===== src/rtl/rf_wb_queue_if.sv =====
// Handshake bundle between the pipeline, the write-back queue and the register
// file. It carries the push side, the drained RF write and both forwarding ports.
interface rf_wb_queue_if #(
    parameter int SEL_W  = 3,
    parameter int DATA_W = 16
);
    logic              push_valid;
    logic [SEL_W-1:0]  push_sel;
    logic [DATA_W-1:0] push_data;
    logic              push_ready;

    logic              drain_en;
    logic              rf_writeEn;
    logic [SEL_W-1:0]  rf_writeSel;
    logic [DATA_W-1:0] rf_writeData;

    logic [SEL_W-1:0]  rd1_sel;
    logic              rd1_hit;
    logic [DATA_W-1:0] rd1_data;
    logic [SEL_W-1:0]  rd2_sel;
    logic              rd2_hit;
    logic [DATA_W-1:0] rd2_data;

    // Pipeline / register-file side
    modport master (
        output push_valid, push_sel, push_data, drain_en, rd1_sel, rd2_sel,
        input  push_ready, rf_writeEn, rf_writeSel, rf_writeData,
        input  rd1_hit, rd1_data, rd2_hit, rd2_data
    );

    // Queue side
    modport slave (
        input  push_valid, push_sel, push_data, drain_en, rd1_sel, rd2_sel,
        output push_ready, rf_writeEn, rf_writeSel, rf_writeData,
        output rd1_hit, rd1_data, rd2_hit, rd2_data
    );
endinterface


===== src/rtl/rf_wb_queue.sv =====
// Write-back queue in front of the register file's single write port.
// Holds up to DEPTH pending {sel, data} writes, retires the head one per cycle
// when drain_en allows, and forwards the youngest pending value to both read ports.
module rf_wb_queue #(
    parameter int DEPTH  = 4,
    parameter int DATA_W = 16,
    parameter int SEL_W  = 3
) (
    input  logic                     clk,
    input  logic                     rst,
    rf_wb_queue_if.slave             bus,
    output logic [$clog2(DEPTH):0]   count,
    output logic                     err
);
    localparam int PTR_W = $clog2(DEPTH);
    localparam int CNT_W = PTR_W + 1;

    logic [SEL_W-1:0]  sel_q  [DEPTH];
    logic [SEL_W-1:0]  sel_d  [DEPTH];
    logic [DATA_W-1:0] data_q [DEPTH];
    logic [DATA_W-1:0] data_d [DEPTH];
    logic [DEPTH-1:0]  valid_q, valid_d;
    logic [PTR_W-1:0]  head_q, head_d;
    logic [PTR_W-1:0]  tail_q, tail_d;
    logic [CNT_W-1:0]  count_q, count_d;
    logic              err_q, err_d;

    logic              full, empty, push_fire, pop_fire;
    logic [PTR_W-1:0]  scan_idx;

    // A full queue refuses pushes even when the head retires this cycle, so a
    // slot is never reused on the edge that frees it.
    assign full      = (count_q == CNT_W'(DEPTH));
    assign empty     = (count_q == '0);
    assign push_fire = bus.push_valid & ~full;
    assign pop_fire  = bus.drain_en & ~empty;

    assign bus.push_ready   = ~full;
    assign bus.rf_writeEn   = pop_fire;
    assign bus.rf_writeSel  = empty ? '0 : sel_q[head_q];
    assign bus.rf_writeData = empty ? '0 : data_q[head_q];
    assign count            = count_q;
    assign err              = err_q;

    // Next-state for pointers, occupancy, valid bits, entry storage and overflow flag
    always_comb begin
        sel_d   = sel_q;
        data_d  = data_q;
        valid_d = valid_q;
        head_d  = head_q;
        tail_d  = tail_q;
        count_d = count_q;
        err_d   = err_q | (bus.push_valid & full);

        if (pop_fire) begin
            valid_d[head_q] = 1'b0;
            head_d          = head_q + 1'b1;
        end
        if (push_fire) begin
            sel_d[tail_q]   = bus.push_sel;
            data_d[tail_q]  = bus.push_data;
            valid_d[tail_q] = 1'b1;
            tail_d          = tail_q + 1'b1;
        end

        case ({push_fire, pop_fire})
            2'b10:   count_d = count_q + CNT_W'(1);
            2'b01:   count_d = count_q - CNT_W'(1);
            default: count_d = count_q;
        endcase
    end

    // Forwarding: walk from head (oldest) to youngest so the last match wins
    always_comb begin
        bus.rd1_hit  = 1'b0;
        bus.rd1_data = '0;
        bus.rd2_hit  = 1'b0;
        bus.rd2_data = '0;
        scan_idx     = head_q;
        for (int i = 0; i < DEPTH; i++) begin
            scan_idx = head_q + PTR_W'(i);
            if (valid_q[scan_idx] && (sel_q[scan_idx] == bus.rd1_sel)) begin
                bus.rd1_hit  = 1'b1;
                bus.rd1_data = data_q[scan_idx];
            end
            if (valid_q[scan_idx] && (sel_q[scan_idx] == bus.rd2_sel)) begin
                bus.rd2_hit  = 1'b1;
                bus.rd2_data = data_q[scan_idx];
            end
        end
    end

    // Control state; a reset drops every pending write
    always_ff @(posedge clk or negedge rst) begin
        if (!rst) begin
            valid_q <= '0;
            head_q  <= '0;
            tail_q  <= '0;
            count_q <= '0;
            err_q   <= 1'b0;
        end else begin
            valid_q <= valid_d;
            head_q  <= head_d;
            tail_q  <= tail_d;
            count_q <= count_d;
            err_q   <= err_d;
        end
    end

    // Entry payload storage; contents are masked by valid/empty so no reset is needed
    always_ff @(posedge clk) begin
        sel_q  <= sel_d;
        data_q <= data_d;
    end
endmodule


===== src/flat_wrapper.sv =====
// flat-port wrapper written by rule: the top's interface ports become plain ports
module rf_wb_queue_flat 
#(
    parameter int DEPTH  = 4,
    parameter int DATA_W = 16,
    parameter int SEL_W  = 3
)
  (clk, rst, count, err, bus_push_valid, bus_push_sel, bus_push_data, bus_drain_en, bus_rd1_sel, bus_rd2_sel, bus_push_ready, bus_rf_writeEn, bus_rf_writeSel, bus_rf_writeData, bus_rd1_hit, bus_rd1_data, bus_rd2_hit, bus_rd2_data);
  rf_wb_queue_if #(.SEL_W(SEL_W), .DATA_W(DATA_W)) bus_i ();
  input  logic clk;
  input  logic rst;
  output logic [$clog2(DEPTH):0] count;
  output logic err;
  input wire logic [$bits(bus_i.push_valid)-1:0] bus_push_valid;
  input wire logic [$bits(bus_i.push_sel)-1:0] bus_push_sel;
  input wire logic [$bits(bus_i.push_data)-1:0] bus_push_data;
  input wire logic [$bits(bus_i.drain_en)-1:0] bus_drain_en;
  input wire logic [$bits(bus_i.rd1_sel)-1:0] bus_rd1_sel;
  input wire logic [$bits(bus_i.rd2_sel)-1:0] bus_rd2_sel;
  output wire logic [$bits(bus_i.push_ready)-1:0] bus_push_ready;
  output wire logic [$bits(bus_i.rf_writeEn)-1:0] bus_rf_writeEn;
  output wire logic [$bits(bus_i.rf_writeSel)-1:0] bus_rf_writeSel;
  output wire logic [$bits(bus_i.rf_writeData)-1:0] bus_rf_writeData;
  output wire logic [$bits(bus_i.rd1_hit)-1:0] bus_rd1_hit;
  output wire logic [$bits(bus_i.rd1_data)-1:0] bus_rd1_data;
  output wire logic [$bits(bus_i.rd2_hit)-1:0] bus_rd2_hit;
  output wire logic [$bits(bus_i.rd2_data)-1:0] bus_rd2_data;
  assign bus_i.push_valid = bus_push_valid;
  assign bus_i.push_sel = bus_push_sel;
  assign bus_i.push_data = bus_push_data;
  assign bus_i.drain_en = bus_drain_en;
  assign bus_i.rd1_sel = bus_rd1_sel;
  assign bus_i.rd2_sel = bus_rd2_sel;
  assign bus_push_ready = bus_i.push_ready;
  assign bus_rf_writeEn = bus_i.rf_writeEn;
  assign bus_rf_writeSel = bus_i.rf_writeSel;
  assign bus_rf_writeData = bus_i.rf_writeData;
  assign bus_rd1_hit = bus_i.rd1_hit;
  assign bus_rd1_data = bus_i.rd1_data;
  assign bus_rd2_hit = bus_i.rd2_hit;
  assign bus_rd2_data = bus_i.rd2_data;
  rf_wb_queue #(.DEPTH(DEPTH), .DATA_W(DATA_W), .SEL_W(SEL_W)) u_core (.clk(clk), .rst(rst), .bus(bus_i), .count(count), .err(err));
endmodule

===== config.mk =====
export PLATFORM = sky130hd
export DESIGN_NAME = rf_wb_queue_flat
export DESIGN_NICKNAME = d
export VERILOG_FILES = /design/src/rtl/rf_wb_queue_if.sv /design/src/rtl/rf_wb_queue.sv /design/src/flat_wrapper.sv
export SDC_FILE = /design/constraint.sdc
export NUM_CORES = 1
export LEC_CHECK = 0
export ABC_AREA = 1
export CORE_MARGIN = 1
export CORE_UTILIZATION = 57
export CTS_CLUSTER_SIZE = 20
export DETAILED_ROUTE_END_ITERATION = 6
export GPL_TIMING_DRIVEN = 0
export PLACE_DENSITY = 0.92
export SKIP_CTS_REPAIR_TIMING = 1
export SYNTH_ARGS = -nofsm -noshare
export SYNTH_HDL_FRONTEND = slang
export SYNTH_SLANG_ARGS = --single-unit

===== constraint.sdc =====
create_clock -name clk -period 4.4 [get_ports clk]
set_clock_uncertainty 0.1 [all_clocks]
set_input_delay 0.66 -clock clk [delete_from_list [all_inputs] [get_ports clk]]
set_output_delay 0.66 -clock clk [all_outputs]
set_load 0.05 [all_outputs]

# Word-level counts from Yosys, hierarchy flattened
# Cells that the tools add are included.
[totals]
register_bits = 88
in_bits = 29
output_inout_bits = 59
wordCells = 133
[classes]
addsub = 6
magnitude_cmp = 13
eq_ne = 11
mux = 63
bitwise = 14
n_reduce_logical = 13
[op_table]
columns = ["operator", "n"]
rows = [
  ["2-to-1 mux 16 bit", 18],
  ["binary-select mux 16 bit (select 2 bit)", 4],
  ["bitwise mux 64 bit", 1],
  ["demux 16 bit (select 2 bit)", 1],
  ["2-to-1 mux 3 bit", 10],
  ["binary-select mux 3 bit (select 2 bit)", 4],
  ["== test 3 bit", 8],
  ["greater-or-equal comparator 3 bit (second input constant)", 5],
  ["< comparator 2 x 3 -> 1 bit (second input constant)", 5],
  ["inverter 2 -> 3 bit", 5],
  ["2-to-1 mux 1 bit", 14],
  ["bitwise mux 12 bit", 1],
  ["logical AND 1 bit", 11],
  ["binary-select mux 1 bit (select 2 bit)", 4],
  ["2-to-1 mux 4 bit", 2],
  ["demux 3 bit (select 2 bit)", 1],
  ["case mux 3 bit (2 select lines)", 1],
  ["adder 2 x 1 -> 2 bit (second input constant)", 2],
  ["adder 2 bit (second input constant)", 2],
  ["bitwise AND 4 bit", 1],
  ["demux 1 bit (select 2 bit)", 2],
  ["greater-or-equal comparator 2 x 1 -> 1 bit (second input constant)", 2],
  ["inverter 4 bit", 1],
  ["OR 4 bit", 1],
  ["11 further kinds", 14],
]

# Longest topological paths before layout
[logic_depth]
depth_word = 10
ltp_mapped = 18

# Worst setup path before layout
# OpenSTA, ideal clock, no wires.
[synth_timing]
path_kind = "register to output"
start = "reg u_core.head_q[1]"
end = "out bus_rd2_data[15]"
arrival_ps = 3255
path_slack_ps = 385
stages_incl_launch_ff = 17
cell_sequence = "dfrtp_1 > inv_2 > clkbuf_1 > clkbuf_1 > ha_1 > buf_2 > inv_1 > buf_4 > nand3_1 > nand3_1 > nand2_1 > nor2_2 > nand2_4 > buf_2 > nand2_1 > nand2_1 > a21oi_1"
[synth_between]
elab_chain_len = 10
word_cells_on_any_way = 51
[synth_lines]
columns = ["element", "line", "source"]
rows = [
  ["start, declared", "rf_wb_queue.sv:23", "logic [PTR_W-1:0] head_q, head_d;"],
  ["start signal, assigned", "rf_wb_queue.sv:97", "head_q <= '0;"],
  ["start signal, assigned", "rf_wb_queue.sv:103", "head_q <= head_d;"],
  ["adder 2 x 1 -> 2 bit / inverter 2 -> 3 bit (equally long branches)", "rf_wb_queue.sv:81, rf_wb_queue.sv:86, rf_wb_queue.sv:88", ""],
  ["inverter 2 -> 3 bit (not written as such) / binary-select mux 3 bit (select 2 bit) (equally long branches)", "rf_wb_queue.sv:86, rf_wb_queue.sv:88", ""],
  ["binary-select mux 3 bit (select 2 bit) / 2-to-1 mux 3 bit (equally long branches)", "rf_wb_queue.sv:86", "if (valid_q[scan_idx] && (sel_q[scan_idx] == bus.rd2_sel)) begin"],
  ["2-to-1 mux 3 bit (not written as such)", "rf_wb_queue.sv:86", ""],
  ["2-to-1 mux 3 bit (not written as such) / == test 3 bit (equally long branches)", "rf_wb_queue.sv:86", ""],
  ["== test 3 bit / logical AND 1 bit (equally long branches)", "rf_wb_queue.sv:86", ""],
  ["logical AND 1 bit / 2-to-1 mux 16 bit (equally long branches)", "rf_wb_queue.sv:86", ""],
  ["2-to-1 mux 16 bit (2 in a row)", "rf_wb_queue.sv:86", ""],
  ["2-to-1 mux 16 bit (*)", "rf_wb_queue.sv:86", ""],
  ["end, declared", "flat_wrapper.sv:27", "output wire logic [$bits(bus_i.rd2_data)-1:0] bus_rd2_data;"],
]
# Every way passes the cells marked *; elsewhere a longest branch is shown, timed or not. The select of a mux whose other input is x is not followed.

# Final worst setup path
[layout_timing]
start = "reg u_core.head_q[1]"
end = "out bus_rd1_data[7]"
[layout_between]
elab_chain_len = 10
word_cells_on_any_way = 51
[layout_lines]
columns = ["element", "line", "source"]
rows = [
  ["adder 2 x 1 -> 2 bit / inverter 2 -> 3 bit (equally long branches)", "rf_wb_queue.sv:81, rf_wb_queue.sv:82, rf_wb_queue.sv:84", ""],
  ["inverter 2 -> 3 bit (not written as such) / binary-select mux 3 bit (select 2 bit) (equally long branches)", "rf_wb_queue.sv:82, rf_wb_queue.sv:84", ""],
  ["binary-select mux 3 bit (select 2 bit) / 2-to-1 mux 3 bit (equally long branches)", "rf_wb_queue.sv:82", "if (valid_q[scan_idx] && (sel_q[scan_idx] == bus.rd1_sel)) begin"],
  ["2-to-1 mux 3 bit (not written as such)", "rf_wb_queue.sv:82", ""],
  ["2-to-1 mux 3 bit (not written as such) / == test 3 bit (equally long branches)", "rf_wb_queue.sv:82", ""],
  ["== test 3 bit / logical AND 1 bit (equally long branches)", "rf_wb_queue.sv:82", ""],
  ["logical AND 1 bit / 2-to-1 mux 16 bit (equally long branches)", "rf_wb_queue.sv:82", ""],
  ["2-to-1 mux 16 bit (2 in a row)", "rf_wb_queue.sv:82", ""],
  ["2-to-1 mux 16 bit (*)", "rf_wb_queue.sv:82", ""],
  ["end, declared", "flat_wrapper.sv:25", "output wire logic [$bits(bus_i.rd1_data)-1:0] bus_rd1_data;"],
]
# Marked as above.

==> run metrics <==
fillers 896; CP arrival 3.52 ns; Maximum Capacitance Violations 0; Post-Synth Adder-Cell Area 1.97%; first-iteration detailed-routing DRC count 1,084; Nets between 1,000 and 1,500; Routability Congestion 1.02; share of post-route cells with drive strength above 1 roughly a tenth; CP Capture Type primary output; die area 12,300 um2; wire length per cell between 15 and 20 um; Hold Crit Start u_core.err; CTS H-Tree Depth 3; number of port buffers 87; reg2reg end u_core.count[2]; Hold Vio Cnt, Final 0; top cell type's share of synthesized area 33.8%; clk_lat worst skew 0.34 ns; Finished Cell Area 8090 um2; Req. time, crit path 3.64 ns; largest family of logic cells by synthesized area simple AND/OR/NAND/NOR gates; DP Area 7860 um2; clk sinks 88; clk buf depth 2; CTS Buf Count 9; R2R cell count 8; DR vias/cell between 5 and 6; Hold Crit Class reg -> reg; Post-Synthesis Cell Area between 6000 and 7000 um2; register clock-pin slew on the reported worst setup and hold paths approximately 0.060 ns; Synth Area in Compound Gates 10.7%; Worst R2R Setup Slack 2.02 ns; wirelength, routed 21,800 um; mux contribution to synthesized area roughly 4.6%; ys async rst share between 10 and 15%; synthesized flop and latch total 88; Unique masters post-synth 34; Syn. warnings 0; Vert. Die Dim 111 um; post-synth net total 1,003; syn_area_per_cell 7.00 um2; Non-Filler Instances 1,212; CP max-delay cell dfrtp_1; DR vias about 7,200; Area Growth Syn to Fin 19.8%; GR Overflow Total 0; reg2reg start u_core.count[2]; Syn Inst Count approximately 960; first drt pass iteration count 6; Synth Flop Type edfxtp_1; placed insts 1,198; Die Wd between 100 and 150 um; CTS tree done; Tcrit/Tclk final 97.4%; Area contributors post-synth edfxtp_1, nand2_1, nand3_1; RSZ-0062 raised after global routing no; vias in the first global route 6,665; Post-Synth XOR/XNOR Area 0.909%; hold depth 1; most used cell, CP nand2_1; DRC viols 0; EDFF count, synth 76; slowest stage delay, CP 0.46 ns; final setup violation count 0; Slew HR 39.4%; Core Footprint 11,500 um2; Worst-Margin Slew ~0.91 ns; initial antenna violation count 2; CP max FO 18; I/O pin cnt 88; Worst Hold End u_core.err; post-route ant nets 0; critical path type reg -> out; Slew Limit Fails 0; initial core utilization 58.8%; fmax around 230 MHz; clk root buf clkbuf_16; final HPWL from detailed placement 15,400 um; first-pass GRT wire length 33,900 um; num rows 39; min cycle time layout 4.28 ns; largest net degree at the start of global routing 15; sequential area share after synthesis 38.3%; simple-gate area share of the yosys netlist 34.0%; outcome completed; Worst setup SP type flip-flop; cell taking the most area after synthesis edfxtp_1; critical path cell sequence inv_6 > buf_4 > ha_1 > buf_2 > inv_1 > buf_4 > nand3_1 > nand3_1 > nand2_1 > nor2_4 > nand2_4 > buf_6 > nand2_1 > nand2_1 > a21oi_1 > clkbuf_2; gr usage total 35.6%
## synth_stat cells (all sizes together) (2+ instances only)
cell type	number
or2	2
nand3b	2
xor2	5
inv	100
xnor2	2
ha	9
mux2i	31
nand2	367
edfxtp	76
o21a	8
dfrtp	12
buf	30
o21ai	110
nor2	62
nand3	109
a21oi	15
clkbuf	18
## metal layers
metal,track usage (%),wire (um)
met1,45.5,8100
met2,53.7,9560
met3,8.69,2810
met4,23.7,1370
met5,0,0
## stage by stage
stage	worst slack [ns]	TNS [ns]	util, %	hold WS (ns)
floorplan	0.385	0	-	0.264
global placement	-0.604	-17.67	68.0	0.361
detailed placement	-0.681	-20.36	68.6	0.382
CTS	-1.09	-34.23	71.3	0.396
global route	0.0126	0	70.5	0.411
finish	0.116	0	70.5	0.386
## worst max path at each step
stage                     slack, ns              from  cells past startpoint               end
after floorplan                0.39  u_core.head_q[1]                     16  bus_rd2_data[15]
after global placement        -0.60  u_core.head_q[1]                     17  bus_rd2_data[12]
after detailed placement      -0.68  u_core.head_q[1]                     17  bus_rd2_data[15]
after CTS                     -1.09  u_core.head_q[1]                     17  bus_rd2_data[15]
after global routing           0.01  u_core.head_q[1]                     16   bus_rd1_data[0]
final                          0.12  u_core.head_q[1]                     16   bus_rd1_data[7]
## critical path, delay by kind of cell (launching register included)
| kind | cells | cell delay [ns] |
|---|---|---|
| flip-flops | 1 | 0.46 |
| AND/OR/NAND/NOR | 7 | 0.87 |
| adder cells (fa/ha/maj) | 1 | 0.25 |
| AO/OA/AOI/OAI | 1 | 0.17 |
| buffers and inverters | 7 | 1.41 |
## cells in the final DEF, fill, tap and decap left out, types with 12 or more instances in the layout
cell	count
a21oi_1	14
buf_2	15
clkbuf_1	14
clkbuf_2	19
clkbuf_4	12
clkdlybuf4s50_1	53
edfxtp_1	76
inv_1	95
mux2i_1	31
nand2_1	361
nand3_1	106
nor2_1	49
o21ai_0	90
o21ai_1	17
## state kept, by name, indices dropped and copies added (netlist names)
register and flops:
u_core.count 3, u_core.valid_q 4, u_core.sel_q 12, u_core.data_q 64, u_core.err 1, u_core.tail_q 2
u_core.head_q 2
## final cells by class
| type | count | area, um2 | share of cell area [%] |
|---|---|---|---|
| repair buffers | 91 | 807 | 9.98 |
| inverters | 100 | 385 | 4.77 |
| clock buffers | 9 | 225 | 2.79 |
| diodes | 1 | 2.50 | 0.0310 |
| plain buffers | 46 | 280 | 3.47 |
| multi-input cells | 728 | 3540 | 43.7 |
| well taps | 143 | 179 | 2.21 |
| flip-flops and latches | 88 | 2580 | 32.0 |
| clock inverters | 6 | 85.1 | 1.05 |
## cells by family (layout without fill, tap and decap cells)
group | count (synthesis) | after routing
mux | 31 | 31
fa+ha+maj | 10 | 10
xor+xnor | 7 | 7
simple gates | 545 | 545
compound gates | 135 | 135
buf+inv | 148 | 252
flops | 88 | 88
other cells | 0 | 1
Power is not shown: default switching activity piles up to over one toggle a cycle in this logic, so the estimate is an artifact.
